<file path="config.mk">
export PLATFORM = sky130hd
export DESIGN_NAME = counter_mod
export DESIGN_NICKNAME = d
export VERILOG_FILES = /design/src/rtl/counter_pkg.sv /design/src/rtl/counter_mod.sv
export SDC_FILE = /design/constraint.sdc
export NUM_CORES = 1
export LEC_CHECK = 0
export CAP_MARGIN = 0
export CELL_PAD_IN_SITES_DETAIL_PLACEMENT = 2
export CELL_PAD_IN_SITES_GLOBAL_PLACEMENT = 2
export CORE_MARGIN = 5
export CORE_UTILIZATION = 21
export DETAILED_ROUTE_END_ITERATION = 12
export PLACE_DENSITY_LB_ADDON = 0.1
export SYNTH_ARGS = -nofsm -noshare
export SYNTH_HDL_FRONTEND = slang
export SYNTH_SLANG_ARGS = --single-unit
</file>
<file path="constraint.sdc">
create_clock -name clk -period 1.5 [get_ports clk]
set_input_delay 0.3 -clock clk [delete_from_list [all_inputs] [get_ports clk]]
set_output_delay 0.3 -clock clk [all_outputs]
set_load 0.02 [all_outputs]
</file>
<file path="src/rtl/counter_pkg.sv">
// Shared constants and helpers for counter_mod.
// Direction/mode encodings plus the load-value clamp used at elaboration-independent widths.
package counter_pkg;

  localparam logic DIR_UP    = 1'b1;
  localparam logic DIR_DOWN  = 1'b0;

  localparam bit   MODE_WRAP = 1'b0;
  localparam bit   MODE_SAT  = 1'b1;

  // Operates on 32-bit values so one function serves every WIDTH; callers truncate.
  function automatic logic [31:0] clamp_load(input logic [31:0] d, input logic [31:0] max);
    return (d > max) ? max : d;
  endfunction

endpackage

</file>
<file path="src/rtl/counter_mod.sv">
// Up/down modulo-(MAX+1) counter with load, enable, wrap-or-saturate and tc/ovf flags.
// Latency: O and ovf one clk after the qualifying edge, tc combinational; no backpressure.
module counter_mod
  import counter_pkg::*;
#(
  parameter int unsigned WIDTH    = 4,
  parameter int unsigned MAX      = 2**WIDTH-1,
  parameter bit          SATURATE = MODE_WRAP
) (
  input  logic             clk,
  input  logic             R,
  input  logic             en,
  input  logic             up,
  input  logic             load,
  input  logic [WIDTH-1:0] D,
  output logic [WIDTH-1:0] O,
  output logic             tc,
  output logic             ovf
);

  localparam longint unsigned LIMIT = (64'd1 << WIDTH) - 64'd1;

  if (WIDTH < 1 || WIDTH > 32) begin : g_bad_width
    $fatal(1, "counter_mod: WIDTH must be 1..32");
  end
  if (MAX < 1 || longint'(MAX) > LIMIT) begin : g_bad_max
    $fatal(1, "counter_mod: MAX must be 1..2**WIDTH-1");
  end

  localparam logic [WIDTH-1:0] MAXV = WIDTH'(MAX);

  logic [WIDTH-1:0] cnt_q, cnt_d;
  logic             ovf_q, ovf_d;
  logic [WIDTH-1:0] load_val;
  logic             at_max, at_zero;

  assign load_val = WIDTH'(clamp_load(32'(D), 32'(MAX)));

  // >= rather than == so a wrap decision never depends on natural rollover.
  assign at_max  = (cnt_q >= MAXV);
  assign at_zero = (cnt_q == '0);

  assign tc = en & ~load & ((up == DIR_UP) ? at_max : at_zero);

  always_comb begin
    cnt_d = cnt_q;
    ovf_d = 1'b0;
    if (load) begin
      cnt_d = load_val;
    end else if (en) begin
      if (up == DIR_UP) begin
        if (at_max) begin
          ovf_d = 1'b1;
          cnt_d = (SATURATE == MODE_SAT) ? MAXV : '0;
        end else begin
          cnt_d = cnt_q + WIDTH'(1);
        end
      end else begin
        if (at_zero) begin
          ovf_d = 1'b1;
          cnt_d = (SATURATE == MODE_SAT) ? '0 : MAXV;
        end else begin
          cnt_d = cnt_q - WIDTH'(1);
        end
      end
    end
  end

  always_ff @(posedge clk or negedge R) begin
    if (!R) begin
      cnt_q <= '0;
      ovf_q <= 1'b0;
    end else begin
      cnt_q <= cnt_d;
      ovf_q <= ovf_d;
    end
  end

  assign O   = cnt_q;
  assign ovf = ovf_q;

endmodule

</file>
# Word-level counts from Yosys, hierarchy flattened
# Cells that the tools add are included.
# word_totals
output_inout_bits	6
mem_bits_rw	0
latch_bits	0
mem_count	0
regBits	5
mem_bits_ro	0
elab_cells	21
in_bits	9
# op_classes
n_mul	0
n_lt_le_gt_ge	1
bitwise	3
add_sub_neg	2
n_div	0
reduce_logical	2
shifts	0
n_eq_ne	0
n_mux	11
# ops
operator	count
$mux 4	5
$mux 1	6
$add 4x1->4 const B	1
$ge 4x4->1 const B	1
$logic_not 4->1	1
$sub 4x1->4 const B	1
$and 1x1->1	2
$reduce_bool 2->1	1
$not 1->1	1

# Depth between registers and ports, before layout
# Gate-level depths: netlist of the first run.
# logic_depth
word_depth	5
mapped_depth	6
mapped_depth_nobuf	6

# Worst setup path before layout of the first run
# No wires, ideal clock.
# synth_path
path_type	flip-flop to output port
from	register cnt_q[0], in the netlist O[0]
to	output tc
path_stages_with_launch	4
arrival_ns	1.258
setup_slack_ns	-0.058
path_cell_list	dfrtp_1 > ha_1 > nand4_1 > a21oi_1
# synth_between
elab_chain_cells	3
word_cells_on_any_way	4
classes_between	order compare: 1; mux: 1; bitwise: 1; reduce/logical: 1
# synth_lines
item	line_no	rtl
from (decl)	counter_mod.sv:32	logic [WIDTH-1:0] cnt_q, cnt_d;
from (signal assigned)	counter_mod.sv:74	cnt_q <= cnt_d;
$ge 4x4->1 / $logic_not 4->1 (equally long branches)	counter_mod.sv:40, counter_mod.sv:41	
$mux 1 (*)	counter_mod.sv:43	assign tc = en & ~load & ((up == DIR_UP) ? at_max : at_zero);
$and 1x1->1 (*)	counter_mod.sv:43	
to (decl)	counter_mod.sv:17	output logic tc,
# Mark *: on every way between the ends. The rest lies on a longest branch, timed or not.

# Final worst setup path of the first run
# Same ends and word-level chain as after synthesis.

==> results of run 1 <==
-- synth_stat cells --
cell / count / area [sq um]
a21o_1: 1 / 7.51
a21oi_1: 4 / 20.0
a221oi_2: 1 / 15.0
clkdlybuf4s18_2: 1 / 10.0
dfrtp_1: 5 / 125
ha_1: 2 / 25.0
inv_1: 2 / 7.51
mux2_2: 1 / 11.3
mux2i_1: 1 / 10.0
nand2_1: 5 / 18.8
nand2b_1: 1 / 6.26
nand3_1: 1 / 5.00
nand3b_1: 1 / 7.51
nand4_1: 1 / 6.26
nor2_1: 1 / 3.75
nor3b_1: 1 / 7.51
o21ai_0: 4 / 20.0
o21bai_1: 1 / 7.51
o31ai_1: 1 / 7.51
or3_1: 1 / 6.26
xnor2_1: 2 / 17.5
xor2_1: 1 / 8.76
-- power breakdown --
| group | switching, mW | internal, mW | total [mW] |
|---|---|---|---|
| combinational | 0.130 | 0.178 | 0.308 |
| sequential | 0.0154 | 0.151 | 0.166 |
| clock | 0.0627 | 0.101 | 0.164 |
-- metal layers --
metal,track usage (%),vias to the layer above,wire (microns)
met1,12.5,216,525
met4,8.52,0,35
met5,0,-,0
met2,24.2,14,763
met3,6.40,5,88
li1,-,209,-
-- registers in the layout (all words and copies together), names as in the netlist --
register / flops
ovf: 1
O: 4
-- through the flow --
stage          hold WS, ps  TNS [ps]
2_1_floorplan         4.41         0
3_3_place_gp           537      -685
3_5_place_dp           554      -824
4_1_cts                276      -158
5_1_grt                285      -387
6_report               282      -156
-- worst max path at each step --
stage          slack, ps  end  cells after the start
3_3_place_gp        -480   tc                      4
3_5_place_dp        -510   tc                      4
4_1_cts             -140   tc                      4
2_1_floorplan         30   tc                      3
6_report            -100   tc                      4
5_1_grt             -170   tc                      4
-- cell type report --
cell class              instances  share of cell area [%]
repair buffers                 33                    41.1
multi-input cells              31                    33.5
flip-flops and latches          5                    17.8
clock buffers                   4                    3.74
well taps                      16                    2.85
inverters                       2                    1.07
-- logic make-up after synthesis --
| family | after synthesis |
|---|---|
| mux | 2 |
| compound gates | 12 |
| xor+xnor | 3 |
| simple gates | 12 |
| flops | 5 |
| fa+ha+maj | 2 |
| buf+inv | 3 |
-- what timing repair did --
action                                  CTS  global route
resized for setup                        18             8
pin swaps                                 4             6
cloned                                    0             0
endpoints found under the setup margin    7             4
setup buffers                             2             3
==> run metrics, run 1 <==
Synth Area per Inst ~9 sq um; drt first-iter violations 1; total wire length after detailed routing ~1.4 mm; post-synthesis sequential area ratio 35.3%; CTS sink cnt 5; Hold WC Path Type in -> async; critical path cell sequence ha_2 > nand4_1 > a21oi_2 > buf_6; crit end category output pin; max incr delay on CP slightly above 400 ps; multiplexer share of the synthesized area approximately 6%; CTS tree yes; commonest non-fill, non-tap cells in the layout buf_4 (19), clkdlybuf4s50_1 (8), dfrtp_1 (5), nand2_1 (5), o21ai_0 (4); RR Endpoint O[3]; Synth Area in Compound Gates between 20 and 25%; boundary pin count 15; global route overflow 0; crit path launch O[0]; Layout Cells excl Fill 91; largest family of logic cells by synthesized area compound AO/OA/AOI/OAI gates; clk root buf clkbuf_4; Worst VDD drop slightly above 0.0004 V; Filler cells about 170; n_diodes 0; commonest non-fill, non-tap cell in the layout buf_4; XOR/XNOR Fraction of Synth Area 7.42%; Vias between 400 and 500; Synth Area in Adders between 7 and 8%; die area around 2600 sq um; CP max stage cell dfrtp_1; Synthesized Nets 50; first-pass GRT wire length 2.48 mm; Overall Power roughly 0.64 mW; Final WS setup -96.4 ps; R2R Setup Slk -50 ps; max-slew violation count 0; FP Rows 14; hold_buf cts 0; Pre-Repair DR Iteration Count 2; worst reg2reg path depth 5; Power per Cell Area approximately 900 nW/um^2; RSZ-0062 raised after global routing true; max cap viols 0; total track usage around 14%; largest net degree at the start of global routing 9; CP Buf/Inv Count 1; mapped cell area ~350 sq um; ANT nets after route 0; startpoint class of the critical path flop; post-route clock period utilization 106%; crit path DAT roughly 1300 ps; simple-gate share of the synthesized area between 10% and 20%; failing checks negative setup slack; Area after DPL 621 sq um; CTS Buffer Depth 2; Setup-failing EPs final 3; CP max FO 4; endpoints failing hold 0; initial antenna violation count 0; DRC viols 0; Buffers on Ports 14; Top Family by Delay on Critical Path flip-flops; Multi-input gate area ~240 sq um; Cells after Synth 39; leakage 0.338 nW; Finished Core Util between 40 and 50%; FF/Latch Area around 130 sq um; Setup Skew approximately 3.0 ps; CP required around 1200 ps; Die X approximately 51 microns; WL/cell 15.5 microns; Die H 51.1 microns; dpl hpwl about 1.1 mm; # H-tree levels 1; initial cell density of the core 22.7%; final instance area 703 sq um; Layout area overhead 98.6%; Rel. slew slack 82.8%; layout cells sized above 1 45.3%; Reg clk slew, reported paths 50 ps; Place WS -513 ps; worst-margin pin slew ~260 ps; Yosys cell types 22; Core ar. approximately 1600 sq um; vias per cell 4.88; GP Congestion ~0.85; Synth warnings 0; final-stage net count slightly below 90; FF+latch count, synth 5; vias in the first global route 546; critical path class reg -> out; RR Startpoint O[0]; Clk Latency, worst-skew pair between 200 and 300 ps; fmax ~630 MHz; status finished, violations left; Cell Count Post-Placement between 80 and 90; clock period minus worst slack about 1600 ps; TritonCTS Buffers 3
No activity file was read; power rests on OpenSTA's default activity.
==> inputs of run 2 (changes only) <==
--- a/config.mk
+++ b/config.mk
@@ -11,6 +11,7 @@
 export CORE_MARGIN = 5
 export CORE_UTILIZATION = 21
 export DETAILED_ROUTE_END_ITERATION = 12
+export MAX_ROUTING_LAYER = met4
 export PLACE_DENSITY_LB_ADDON = 0.1
 export SYNTH_ARGS = -nofsm -noshare
 export SYNTH_HDL_FRONTEND = slang
==> run 2 against run 1 <==
Net effect:
- the flow still finishes with violations (negative setup slack)
- setup slack better by 3.7 ps
- critical endpoint unchanged
- core utilization unchanged
- critical path depth unchanged
- cell count unchanged
==> run metrics, run 2 (synthesized netlist as in run 1, its figures left out) <==
status finished, violations left (unchanged); failing checks negative setup slack (unchanged); Pint 0.430 mW (about the same); clock power share 25.7% (about the same); n_diodes 0 (unchanged); CP required 1200 ps (about the same); worst-margin pin slew 260 ps (was 258 ps); hold_buf cts 0 (unchanged); crit path launch O[0] (unchanged); Clk Latency, worst-skew pair 250 ps (about the same); CP max FO 4 (unchanged); CTS sink cnt 5 (unchanged); commonest non-fill, non-tap cells in the layout buf_4 (19), clkdlybuf4s50_1 (8), dfrtp_1 (5), nand2_1 (5), o21ai_0 (4) (unchanged); initial antenna violation count 0 (unchanged); vias in the first global route 549 (was 546); total wire length after detailed routing 1.41 mm (about the same); vias per cell 4.87 (was 4.88); Fin Setup TNS -147 ps (was -156 ps); sw power 0.209 mW (about the same); fmax 628 MHz (was 626 MHz); Comb power frac 48.3% (about the same); layout cells sized above 1 45.3% (unchanged); R2R Setup Slk -40 ps (was -50 ps); max reg flops 4 (unchanged); GP Congestion 0.867 (was 0.853); Die X 51.1 microns (unchanged); ANT nets after route 0 (unchanged); startpoint class of the critical path flop (unchanged); post-route clock period utilization 106% (about the same); FP Rows 14 (unchanged); Reg clk slew, reported paths 50 ps (about the same); Pre-Repair DR Iteration Count 2 (unchanged); Die H 51.1 microns (unchanged); total track usage 14.0% (was 13.7%); drt first-iter violations 1 (unchanged); leakage 0.338 nW (unchanged); Buffers on Ports 14 (unchanged); largest net degree at the start of global routing 9 (unchanged); crit path DAT 1290 ps (was 1300 ps); Worst VDD drop 0.000404 V (about the same); initial cell density of the core 22.7% (unchanged); Layout Cells excl Fill 91 (unchanged); endpoints failing hold 0 (unchanged); RR Startpoint O[0] (unchanged); clock period minus worst slack 1590 ps (was 1600 ps); max cap viols 0 (unchanged); Flop pwr share 26.0% (about the same); Vias 443 (was 444); final-stage net count 87 (unchanged); Hold WC Path Type in -> async (unchanged); Setup Skew 3.23 ps (was 2.96 ps); TritonCTS Buffers 3 (unchanged); max-slew violation count 0 (unchanged); Final WS setup -92.7 ps (was -96.4 ps); Power per Cell Area 908 nW/um^2 (was 907 nW/um^2); critical path class reg -> out (unchanged); worst hold slack 283 ps (was 282 ps); global route overflow 0 (unchanged); Rel. slew slack 82.6% (was 82.8%); Core ar. 1560 sq um (unchanged); crit end category output pin (unchanged); sw frac 32.7% (about the same); RSZ-0062 raised after global routing true (unchanged); WL/cell 15.5 microns (about the same); Overall Power 0.638 mW (about the same); CTS tree yes (unchanged); die area 2610 sq um (unchanged); # H-tree levels 1 (unchanged); Filler cells 174 (unchanged); dpl hpwl 1.11 mm (unchanged); DRC viols 0 (unchanged); boundary pin count 15 (unchanged); clk root buf clkbuf_4 (unchanged); Cell Count Post-Placement 83 (unchanged); first-pass GRT wire length 2.46 mm (was 2.48 mm); commonest non-fill, non-tap cell in the layout buf_4 (unchanged); CTS Buffer Depth 2 (unchanged); Setup-failing EPs final 3 (unchanged); Layout area overhead 98.6% (unchanged)
[run 2: cell counts in the layout (fill, tap and decap cells not counted)]
No cell type changed its count.
[run 2: power by group through the flow]
| stage | logic (mW) | registers [mW] | clock network [mW] |
|---|---|---|---|
| final | 0.308 | 0.166 | 0.164 |
| after global routing | 0.340 | 0.168 | 0.187 |
| after CTS | 0.285 | 0.165 | 0.177 |
| after detailed placement | 0.271 | 0.169 | 0 |
| after global placement | 0.256 | 0.168 | 0 |
| after floorplan | 0.0837 | 0.196 | 0 |
[run 2: per-layer routing]
layer,routed length (microns),track usage [%],up-vias
met4,35,8.52,0
met3,79,6.10,5
met1,541,12.5,215
met5,0,-,-
li1,-,-,209
met2,756,24.2,14
[run 2: timing repair]
action	in CTS	in global routing
cloned	0	0
resized for setup	18	8
hold endpoints to repair	0	0
endpoints found under the setup margin	7	4
buffers inserted	2	3
pin swaps	4	6
[run 2: critical path, cell delays in order, from the launching register on]
cell and delay, ps:
dfrtp_1 400, ha_2 220, nand4_1 130, a21oi_2 160
buf_6 130
[run 2: final timing paths]
kind | end | depth (start not counted)
min reg2reg | ovf | 3
max | tc | 4
min | ovf | 1
min in group clk | O[0] | 3
max reg2reg | O[3] | 5
max in group asynchronous | O[1] | 1
[run 2: final cells by class]
class                           count  area, sq um  share of cell area, %
Inverter                            2         7.51                   1.07
Tap cell                           16         20.0                   2.85
Sequential cell                     5          125                   17.8
Multi-Input combinational cell     31          235                   33.5
Timing Repair Buffer               33          289                   41.1
Clock buffer                        4         26.3                   3.74
[run 2: metrics by stage]
stage / utilization, % / area (sq um) / setup WS, ps
2_1_floorplan: - / 358 / 25.5
3_3_place_gp: 39.8 / 621 / -481
3_5_place_dp: 39.8 / 621 / -513
4_1_cts: 42.5 / 663 / -138
5_1_grt: 45.1 / 703 / -166
6_report: 45.1 / 703 / -92.7
==> inputs of run 3 (changes only) <==
--- a/config.mk
+++ b/config.mk
@@ -10,6 +10,7 @@
 export CELL_PAD_IN_SITES_GLOBAL_PLACEMENT = 2
 export CORE_MARGIN = 5
 export CORE_UTILIZATION = 21
+export CTS_BUF_LIST = sky130_fd_sc_hd__clkbuf_16
 export DETAILED_ROUTE_END_ITERATION = 12
 export MAX_ROUTING_LAYER = met4
 export PLACE_DENSITY_LB_ADDON = 0.1
==> run 3 against run 2 <==
Net effect:
- fmax up 2.1%
- setup slack better by 33 ps
- sequential share of layout area down 0.68 points
- highest routed layer unchanged
- largest power group is now clock
- total power up 41%
- critical endpoint unchanged
- the flow still finishes with violations (negative setup slack)
- largest cell class unchanged
- sequential cell count unchanged
- combinational power down 2%
- sequential power up 2%
==> run metrics, run 3 (synthesized netlist as in run 1, its figures left out) <==
status finished, violations left (unchanged); failing checks negative setup slack (unchanged); n_diodes 0 (unchanged); Clk Latency, worst-skew pair 230 ps (was 250 ps); Core ar. 1560 sq um (unchanged); final-stage net count 85 (was 87); crit path DAT 1260 ps (was 1290 ps); Setup-failing EPs final 2 (was 3); Worst VDD drop 0.000690 V (was 0.000404 V); die area 2610 sq um (unchanged); Area after DPL 621 sq um (unchanged); Vias 432 (was 443); CTS Buffer Depth 2 (unchanged); Setup Skew 1.66 ps (was 3.23 ps); RSZ-0062 raised after global routing true (unchanged); Buffers on Ports 14 (unchanged); startpoint class of the critical path flop (unchanged); vias in the first global route 552 (was 549); final instance area 746 sq um (was 703 sq um); max incr delay on CP 420 ps (was 400 ps); layout cells sized above 1 46.6% (was 45.3%); Hold WC Path Type in -> async (unchanged); met2 WL 808 microns (was 756 microns); initial antenna violation count 0 (unchanged); max cap viols 0 (unchanged); Final WS setup -59.6 ps (was -92.7 ps); CP max FO 3 (was 4); drt first-iter violations 0 (was 1); ANT nets after route 0 (unchanged); Die X 51.1 microns (unchanged); detailed-route wire length on metal 1 535 microns (was 541 microns); critical path class reg -> out (unchanged); crit end category output pin (unchanged); total wire length after detailed routing 1.43 mm (was 1.41 mm); dpl hpwl 1.11 mm (unchanged); largest net degree at the start of global routing 9 (unchanged); vias per cell 4.85 (was 4.87); first-pass GRT wire length 2.52 mm (was 2.46 mm); post-route clock period utilization 104% (was 106%); WL/cell 16.0 microns (was 15.5 microns); FP Rows 14 (unchanged); GP Congestion 0.867 (unchanged); leakage 0.338 nW (about the same); worst hold slack 308 ps (was 283 ps); initial cell density of the core 22.7% (unchanged); Die H 51.1 microns (unchanged); commonest non-fill, non-tap cells in the layout buf_4 (14), clkdlybuf4s50_1 (8), buf_6 (5), nand2_1 (4) (was buf_4 (19), clkdlybuf4s50_1 (8), dfrtp_1 (5), nand2_1 (5), o21ai_0 (4)); clk root buf clkbuf_16 (was clkbuf_4); max reg flops 4 (unchanged); commonest non-fill, non-tap cell in the layout buf_4 (unchanged); CP required 1200 ps (about the same); clock period minus worst slack 1560 ps (was 1590 ps); CP max stage cell dfrtp_2 (was dfrtp_1); metal3 WL 68 microns (was 79 microns); endpoints failing hold 0 (unchanged); global route overflow 0 (unchanged); total track usage 13.9% (was 14.0%); DRC viols 0 (unchanged); Reg clk slew, reported paths 30 ps (was 50 ps); CTS sink cnt 5 (unchanged); Rel. slew slack 83.1% (was 82.6%); Layout area overhead 111% (was 98.6%); critical path cell sequence inv_2 > ha_4 > nand3b_1 > a21oi_2 > buf_6 (was ha_2 > nand4_1 > a21oi_2 > buf_6); CTS tree yes (unchanged); boundary pin count 15 (unchanged); worst-margin pin slew 252 ps (was 260 ps); Pre-Repair DR Iteration Count 1 (was 2); Power per Cell Area 1210 nW/um^2 (was 908 nW/um^2); fmax 641 MHz (was 628 MHz); hold_buf cts 0 (unchanged); Overall Power 0.902 mW (was 0.638 mW); TritonCTS Buffers 3 (unchanged); max-slew violation count 0 (unchanged); # H-tree levels 1 (unchanged); highest metal used met4 (unchanged)
run 3: cell types whose count changed in the layout (fill, tap and decap cells not counted), sizes merged:
cell          change
dlygate4sd2       +1
inv               +1
buf               -3
dlymetal6s2s      -1
run 3: timing repair:
item,CTS,global route
pin swaps,4,6
buffers inserted,2,0
resized for setup,17,12
endpoints found under the setup margin,7,5
run 3: final cells by class:
class,instances,area (sq um)
tap,16,20.0
sequential,5,128
clock buffer,3,75.1
fill,171,813
timing repair buffer,31,274
clock inverter,1,3.75
inverter,2,7.51
multi-input combinational,31,238
run 3: worst paths after layout:
path	depth (start not counted)	start	endpoint	slack (ps)
max in group asynchronous	1	R	O[1]	970
max reg2reg	5	O[2]	O[3]	0
max	5	O[1]	tc	-60
min in group clk	3	up	ovf	620
min	1	R	O[2]	310
min reg2reg	3	O[3]	ovf	660
run 3: routing by layer:
metal | GRT usage (%) | vias to the layer above
li1 | - | 206
met1 | 12.3 | 211
met2 | 26.6 | 13
met3 | 6.10 | 2
met4 | 3.14 | 0
met5 | - | -
run 3: per-stage QoR:
stage / TNS [ps] / setup WS (ps) / cells / util (%)
after global routing: -183 / -114 / 89 / 47.8
final: -61.3 / -59.6 / 89 / 47.8
after global placement: -685 / -481 / 83 / 39.8
after CTS: -94.8 / -94.8 / 89 / 46.5
after floorplan: 0 / 25.5 / 39 / -
after detailed placement: -824 / -513 / 83 / 39.8
run 3: critical path: cells and delay by family, from the launching register on:
kind / cells / cell delay [ps]
buffers and inverters: 2 / 210
flip-flops: 1 / 420
adder cells (fa/ha/maj): 1 / 130
AO/OA/AOI/OAI: 1 / 160
AND/OR/NAND/NOR: 1 / 110
run 3: report_power, final:
| group | leakage [nW] | total (mW) | internal [mW] | switching [mW] |
|---|---|---|---|---|
| logic | 0.235 | 0.302 | 0.171 | 0.131 |
| clock network | 0.0423 | 0.430 | 0.345 | 0.0847 |
| registers | 0.0600 | 0.170 | 0.153 | 0.0174 |
| total | 0.338 | 0.902 | 0.668 | 0.233 |
